<file path="config.mk">
export PLATFORM = sky130hd
export DESIGN_NAME = inst_fetch_flat
export DESIGN_NICKNAME = d
export VERILOG_FILES = /design/src/rtl/inst_fetch_if.sv /design/src/rtl/inst_fetch.sv /design/src/flat_wrapper.sv
export SDC_FILE = /design/constraint.sdc
export NUM_CORES = 1
export LEC_CHECK = 0
export BUFFER_PORTS_ARGS = -buffer_cell sky130_fd_sc_hd__buf_2
export CORE_MARGIN = 4
export CORE_UTILIZATION = 40
export CTS_CLUSTER_DIAMETER = 150
export CTS_CLUSTER_SIZE = 14
export DETAILED_ROUTE_END_ITERATION = 16
export GPL_ROUTABILITY_DRIVEN = 1
export HOLD_SLACK_MARGIN = 0.08
export PLACE_DENSITY = 0.66
export SLEW_MARGIN = 20
export SYNTH_ARGS = -nofsm -noshare
export SYNTH_HDL_FRONTEND = slang
export SYNTH_SLANG_ARGS = --single-unit
</file>
<file path="constraint.sdc">
create_clock -name clk -period 4.1 [get_ports clk]
set_clock_uncertainty 0.05 [all_clocks]
set_input_delay 0.205 -clock clk [delete_from_list [all_inputs] [get_ports clk]]
set_output_delay 0.205 -clock clk [all_outputs]
set_load 0.005 [all_outputs]
</file>
<file path="src/rtl/inst_fetch_if.sv">
// Byte-wide instruction memory port between the fetch unit (master) and the
// memory arbiter (slave).
interface inst_fetch_if;
    logic        mem_req;
    logic [31:0] mem_addr;
    logic        mem_grant;
    logic [7:0]  mem_rdata;

    modport master (output mem_req, output mem_addr, input mem_grant, input mem_rdata);
    modport slave  (input mem_req, input mem_addr, output mem_grant, output mem_rdata);
endinterface

</file>
<file path="src/rtl/inst_fetch.sv">
// Instruction fetch: assembles a little-endian 32-bit word from four byte reads
// over a shared arbitrated port, holding it for IF/ID until consumed or redirected.
module inst_fetch #(
    parameter logic [31:0] RESET_PC = 32'h0000_0000
) (
    input  logic         clk,
    input  logic         rst,
    input  logic         rdy,
    input  logic [4:0]   stall,
    input  logic         br_flag,
    input  logic [31:0]  br_addr,
    inst_fetch_if.master mem,
    output logic [31:0]  if_pc,
    output logic [31:0]  if_inst,
    output logic         if_valid,
    output logic         stall_req
);
    logic [31:0]     pc;
    logic [2:0]      issue_cnt;
    logic [2:0]      recv_cnt;
    logic [3:0][7:0] byte_buf;
    logic            pend;      // a byte granted last active cycle is on mem_rdata now
    logic            issue;
    logic            consume;
    logic            stall_unused;

    assign mem.mem_req  = rdy && !rst && !br_flag && (issue_cnt < 3'd4);
    assign mem.mem_addr = pc + {29'd0, issue_cnt};
    assign stall_unused = |stall[4:1];

    always_comb begin
        if_valid  = (recv_cnt == 3'd4);
        issue     = mem.mem_req && mem.mem_grant;
        consume   = if_valid && !stall[0];
        stall_req = !if_valid;
        if_pc     = pc;
        if_inst   = if_valid ? byte_buf : '0;
    end

    // Redirect outranks consumption; clearing pend drops any byte still in flight.
    always_ff @(posedge clk) begin
        if (rst) begin
            pc        <= RESET_PC;
            issue_cnt <= '0;
            recv_cnt  <= '0;
            byte_buf  <= '0;
            pend      <= 1'b0;
        end else if (rdy) begin
            if (br_flag) begin
                pc        <= br_addr;
                issue_cnt <= '0;
                recv_cnt  <= '0;
                byte_buf  <= '0;
                pend      <= 1'b0;
            end else if (consume) begin
                pc        <= pc + 32'd4;
                issue_cnt <= '0;
                recv_cnt  <= '0;
                pend      <= 1'b0;
            end else begin
                pend <= issue;
                if (issue)
                    issue_cnt <= issue_cnt + 3'd1;
                if (pend) begin
                    byte_buf[recv_cnt[1:0]] <= mem.mem_rdata;
                    recv_cnt                <= recv_cnt + 3'd1;
                end
            end
        end
    end
endmodule

</file>
<file path="src/flat_wrapper.sv">
// flat-port wrapper written by rule: the top's interface ports become plain ports
module inst_fetch_flat 
#(
    parameter logic [31:0] RESET_PC = 32'h0000_0000
)
  (clk, rst, rdy, stall, br_flag, br_addr, if_pc, if_inst, if_valid, stall_req, mem_mem_req, mem_mem_addr, mem_mem_grant, mem_mem_rdata);
  inst_fetch_if mem_i ();
  input  logic clk;
  input  logic rst;
  input  logic rdy;
  input  logic [4:0] stall;
  input  logic br_flag;
  input  logic [31:0] br_addr;
  output logic [31:0] if_pc;
  output logic [31:0] if_inst;
  output logic if_valid;
  output logic stall_req;
  output wire logic [$bits(mem_i.mem_req)-1:0] mem_mem_req;
  output wire logic [$bits(mem_i.mem_addr)-1:0] mem_mem_addr;
  input wire logic [$bits(mem_i.mem_grant)-1:0] mem_mem_grant;
  input wire logic [$bits(mem_i.mem_rdata)-1:0] mem_mem_rdata;
  assign mem_mem_req = mem_i.mem_req;
  assign mem_mem_addr = mem_i.mem_addr;
  assign mem_i.mem_grant = mem_mem_grant;
  assign mem_i.mem_rdata = mem_mem_rdata;
  inst_fetch #(.RESET_PC(RESET_PC)) u_core (.clk(clk), .rst(rst), .rdy(rdy), .stall(stall), .br_flag(br_flag), .br_addr(br_addr), .mem(mem_i), .if_pc(if_pc), .if_inst(if_inst), .if_valid(if_valid), .stall_req(stall_req));
endmodule
</file>
# --- After elaboration in Yosys (flattened, before gate mapping) ---
# Cells that the tools add are included.
word_totals:
  romBits: 0
  latch_bits: 0
  register_bits: 71
  out_inout_bits: 99
  word_cells: 52
  mem_bits_rw: 0
  mem_count: 0
  input_bits: 50
classes:
  n_mux: 17
  n_addsub: 4
  n_lt_le_gt_ge: 3
  reduce_logical: 18
  n_shift: 0
  mul: 0
  n_eq_ne: 2
  n_div: 0
  bitwise: 0
op_table:
  columns: ["operator", "count"]
  rows:
  - ["32-bit two-way mux", 6]
  - ["32-bit by 3-bit adder with 32-bit output", 1]
  - ["32-bit by 3-bit adder with 32-bit output, second input constant", 1]
  - ["32-bit bitwise mux", 1]
  - ["3-bit two-way mux", 6]
  - ["8-bit demux with 2-bit select", 1]
  - ["8-bit two-way mux", 1]
  - ["3-bit by 1-bit adder with 3-bit output, second input constant", 2]
  - ["1-bit logical AND", 6]
  - ["2-bit AND reduction", 3]
  - ["3-bit nonzero test", 2]
  - ["1-bit zero test", 4]
  - ["2-bit nonzero test", 2]
  - ["3-bit == test, second input constant", 1]
  - ["2-bit by 3-bit less-than comparator with 1-bit output, second input constant", 1]
  - ["3-bit less-than comparator, second input constant", 1]
  - ["3-bit AND reduction", 1]
  - ["2-bit by 1-bit greater-or-equal comparator with 1-bit output, second input constant", 1]
  - ["1-bit two-way mux", 2]
  - ["2-bit != test, second input constant", 1]

# --- Longest topological paths before layout ---
logic_depth:
  depth_word: 8
  depth_mapped: 9
  depth_no_buf: 8

# --- Least setup slack after synthesis ---
# OpenSTA, ideal clock, no wires.
synth_timing:
  kind: "register to output"
  from: "register u_core.issue_cnt[0]"
  to: "output mem_mem_addr[16]"
  path_stages_with_launch: 10
  required_ns: 3.845
  path_buffers: 1
  arrival_time_ns: 2.122
  path_slack_ns: 1.723
  cell_sequence: "dfxtp_1 > ha_1 > inv_1 > fa_1 > nand2b_1 > a211oi_4 > and4_1 > buf_4 > and3_1 > xor2_1"
synth_via:
  elab_chain_cells: 1
synth_rtl:
  columns: ["element", "line_no", "source"]
  rows:
  - ["start, declared", "inst_fetch.sv:19", "logic [2:0] issue_cnt;"]
  - ["start signal, assigned", "inst_fetch.sv:63", "issue_cnt <= issue_cnt + 3'd1;"]
  - ["32-bit by 3-bit adder with 32-bit output", "inst_fetch.sv:28", "assign mem.mem_addr = pc + {29'd0, issue_cnt};"]
  - ["end, declared", "flat_wrapper.sv:19", "output wire logic [$bits(mem_i.mem_addr)-1:0] mem_mem_addr;"]
# Every way passes these cells.

# --- Worst setup path in the final report ---
layout_timing:
  from: "register u_core.issue_cnt[0]"
  to: "output mem_mem_addr[30]"
# The elaborated chain is that of the path after synthesis.

==> results list <==
- For this design, the sink count on the clock tree is 71.
- 149 I/O pins were placed.
* Yosys synthesis warning count: 0
* Maximum number of pins on one net before global-route repair: between 60 and 70
- CTS H-Tree Depth: 3
* Overall power after layout: 0.00145 W
* Vias per std cell: approximately 5.7
- Synthesized net count: ~600
* Number of flops mapped to enable cells by yosys: 0
- Post-Route WL: 13800 um
- Register area share after synthesis: between 30% and 40%
- Cells fill 50.7% of the core in the end.
* Peak supply drop: ~0.00019 V
* Crit path DAT: 3.05 ns
* HPWL after DPL: 9780 um
* Primary flip-flop cell chosen by synthesis mapping: sky130_fd_sc_hd__dfxtp_1
- Proportion of synthesized flip-flops having asynchronous set or reset: 0%
- Summing every instance area after synthesis gives 4310 um^2.
- The signal on the critical path passes through ha_1 > inv_1 > fa_1 > nand2b_1 > a211oi_4 > and4_1 > nand4_1 > xnor2_1 > buf_2.
* Worst setup slack before clock tree synthesis: 1.17 ns
- Clock tree from TritonCTS: done
- Aggregate global-route resource usage: 21.6%
- The number of pins with negative max-slew slack in the final report is 0.
* Sequential Area: ~1400 um^2
* Average size of a mapped cell: 8.22 um^2
- The via count of the first global-routing pass is between 4000 and 5000.
- Critical path launch point type: flip-flop
- Required time reported for the critical path endpoint: 3.85 ns
* Root cell of the clock tree: sky130_fd_sc_hd__clkbuf_8
- Max-cap violations in this run came to 0.
- Final worst-path setup slack: 0.792 ns
- Number of buffers created by CTS: 9
- Number of fill cells: about 1000
- Headroom to the max-slew limit: 37.1%
* Fraction of final layout cells with drive strength greater than 1: between 20% and 30%
* Count of buffers inserted at the top-level ports: 144
- The final route contains about 4500 vias.
- Count of inserted antenna diode cells: 0
- In the layout the commonest cells are 144 x sky130_fd_sc_hd__buf_2, 71 x sky130_fd_sc_hd__dfxtp_1, 41 x sky130_fd_sc_hd__and3_1.
- Routed wire length per instance: 17.5 um
* Highest clock frequency the design can meet: between 0.3 and 0.4 GHz
- In this design, the largest share of critical-path delay is due to simple AND/OR/NAND/NOR gates.
- Final number of hold-violating endpoints: 0
- Core area: 10400 um^2
- Layout-stage area growth over the synthesis result: 22.4%
- The worst hold path passes through 3 cells.
* Area of the die: 12500 um^2
- Path class of the lowest-slack min-delay path: input port to flip-flop
- The finished cells cover about 5300 um^2.
- Number of antenna violations at the first check in global routing: 0
- The worst setup path is captured at a primary output.
* Layout net count: 706
* Cell depth of the worst flop-to-flop path: 8
- The die is 112 um wide.
- From bottom edge to top edge, the die measures 112 um.
- DRC marker count from the first detailed-route iteration: about 350
- Final number of setup-violating endpoints: 0
* Yosys cell types: 67
* Unrepaired setup endpoints after global routing: no
- Power spread over the standard cell area amounts to around 270 nW/um^2.
- The clock reaches the later pin of the worst-skew pair after about 0.35 ns.
- Number of register bits inferred by synthesis: 71
* Worst reg2reg setup slack: 1.18 ns
- Number of buffer and inverter stages on the critical path: 2
- The library cell used most frequently in the layout, excluding fill and tap cells, is sky130_fd_sc_hd__buf_2.
- The floorplan has 37 rows.
- Number of DRC violations after detailed routing: 0
* Total area of multi-input combinational cells: 2660 um^2
- The number of setup buffers added after CTS is 0.
* Slowest cell delay on critical path: around 0.54 ns
* Slew @ Worst Pin: 0.943 ns
- Clock-pin slew was measured on the worst setup and hold paths at approximately 0.08 ns.
* Tmin final: 3.31 ns
- The first global-routing pass estimated 22300 um of wire.
* Setup_tns: 0 ns
- Remaining antenna violation count after routing: 0
- The critical path crosses 9 cells after its start point.
* Post-route clock period utilization: roughly four fifths
- Clk buf depth: 2
* Initial Util: roughly 41%
* Placement-stage cell area: roughly 5000 um^2
- The slowest stage of the critical path is the sky130_fd_sc_hd__and4_1 cell.
- The flow ran to the end, and the final reports show no timing, DRC or antenna violations.
- P_leak: 2.48 nW
- PostCTS Resize Cnt: 0
- After technology mapping, the gate count stands at ~520.
* Total congestion overflow after global routing: 0
- Top fanout value on the critical path: 9
* Weighted congestion at the end of routability-driven global placement: ~0.83
- Setup CP Type: flip-flop to primary output
* Number of detailed-routing iterations run before antenna repair: 5
-- metrics by stage --
step	hold slack, ns	instances
final	0.0967	787
after global routing	0.110	787
after CTS	0.0855	787
after detailed placement	0.401	766
after global placement	0.400	766
after floorplan	0.291	524
-- state kept, by name, indices dropped and copies added, names as in the netlist --
name / cells
u_core.byte_buf: 32
u_core.issue_cnt: 3
u_core.recv_cnt: 3
u_core.if_pc: 32
u_core.pend: 1
-- area by class of cell --
type | instances | share of cell area [%]
timing repair buffer | 153 | 15.2
inverter | 11 | 0.783
clock inverter | 6 | 0.830
tap | 136 | 3.23
sequential | 71 | 26.9
clock buffer | 10 | 2.61
multi-input combinational | 400 | 50.4
-- worst min-delay path, delay by kind of cell --
family	cells	cell delay, ns
compound gates	2	0.18
buf+inv	1	0.08
-- logic make-up (layout without fill, tap and decap cells) --
logic type	Yosys count	after routing	share of synthesized area, %
flops	71	71	33.0
fa+ha+maj	10	10	3.08
compound gates	130	130	22.4
buf+inv	53	180	5.26
simple gates	225	225	29.1
mux	4	4	0.929
xor+xnor	31	31	6.30
-- metal layers --
layer,global-route usage (%),vias up,part of all wire (%)
met1,28.9,2112,44
met2,34.2,183,46
met4,8.68,0,2.0
met3,4.13,25,7.5
met5,0,-,0
li1,-,2175,-
-- final timing paths --
path	startpoint	to
min reg2reg	u_core.byte_buf[25]$_SDFFE_PP0P_	u_core.byte_buf[25]$_SDFFE_PP0P_
max reg2reg	u_core.recv_cnt[0]$_SDFFE_PP0P_	u_core.if_pc[23]$_SDFFE_PP0P_
max	u_core.issue_cnt[0]$_SDFFE_PP0P_	mem_mem_addr[30]
min	br_addr[14]	u_core.if_pc[14]$_SDFFE_PP0P_
-- repair_timing --
item	in CTS	in global routing
endpoints found under the hold margin	5	0
endpoints found under the setup margin	0	0
hold buffers	5	0
-- where the power goes --
group | internal (W) | leakage, nW | total [W] | switching (W)
sequential | 0.000706 | 0.575 | 0.000738 | 0.0000323
clock | 0.000237 | 0.0809 | 0.000528 | 0.000291
combinational | 0.0000829 | 1.82 | 0.000184 | 0.000102
-- Yosys cell counts (all sizes together) (3+ instances only) --
cell type  count  area [um^2]
buf           19         97.6
clkbuf        23         87.6
or3            3         23.8
nand3b         5         37.5
nor3          14         91.3
a22o          37          324
inv           11         41.3
nor2b         11         68.8
and2           8         50.1
a31oi          7         43.8
and4           5         45.0
o21ai         19         98.8
nor4           4         40.0
a21oi         21          105
a32oi          5         43.8
xor2          12          105
and3          41          257
ha             9          113
o31ai          3         22.5
o211ai         4         30.0
xnor2         19          166
nand4         12         87.6
mux2i          4         40.0
dfxtp         71         1420
nand2         43          169
nand2b         4         25.0
nor2          40          155
nand3         27          140
o2bb2ai        6         52.6
a22oi          9         67.6
No activity file was read; power rests on OpenSTA's default activity.
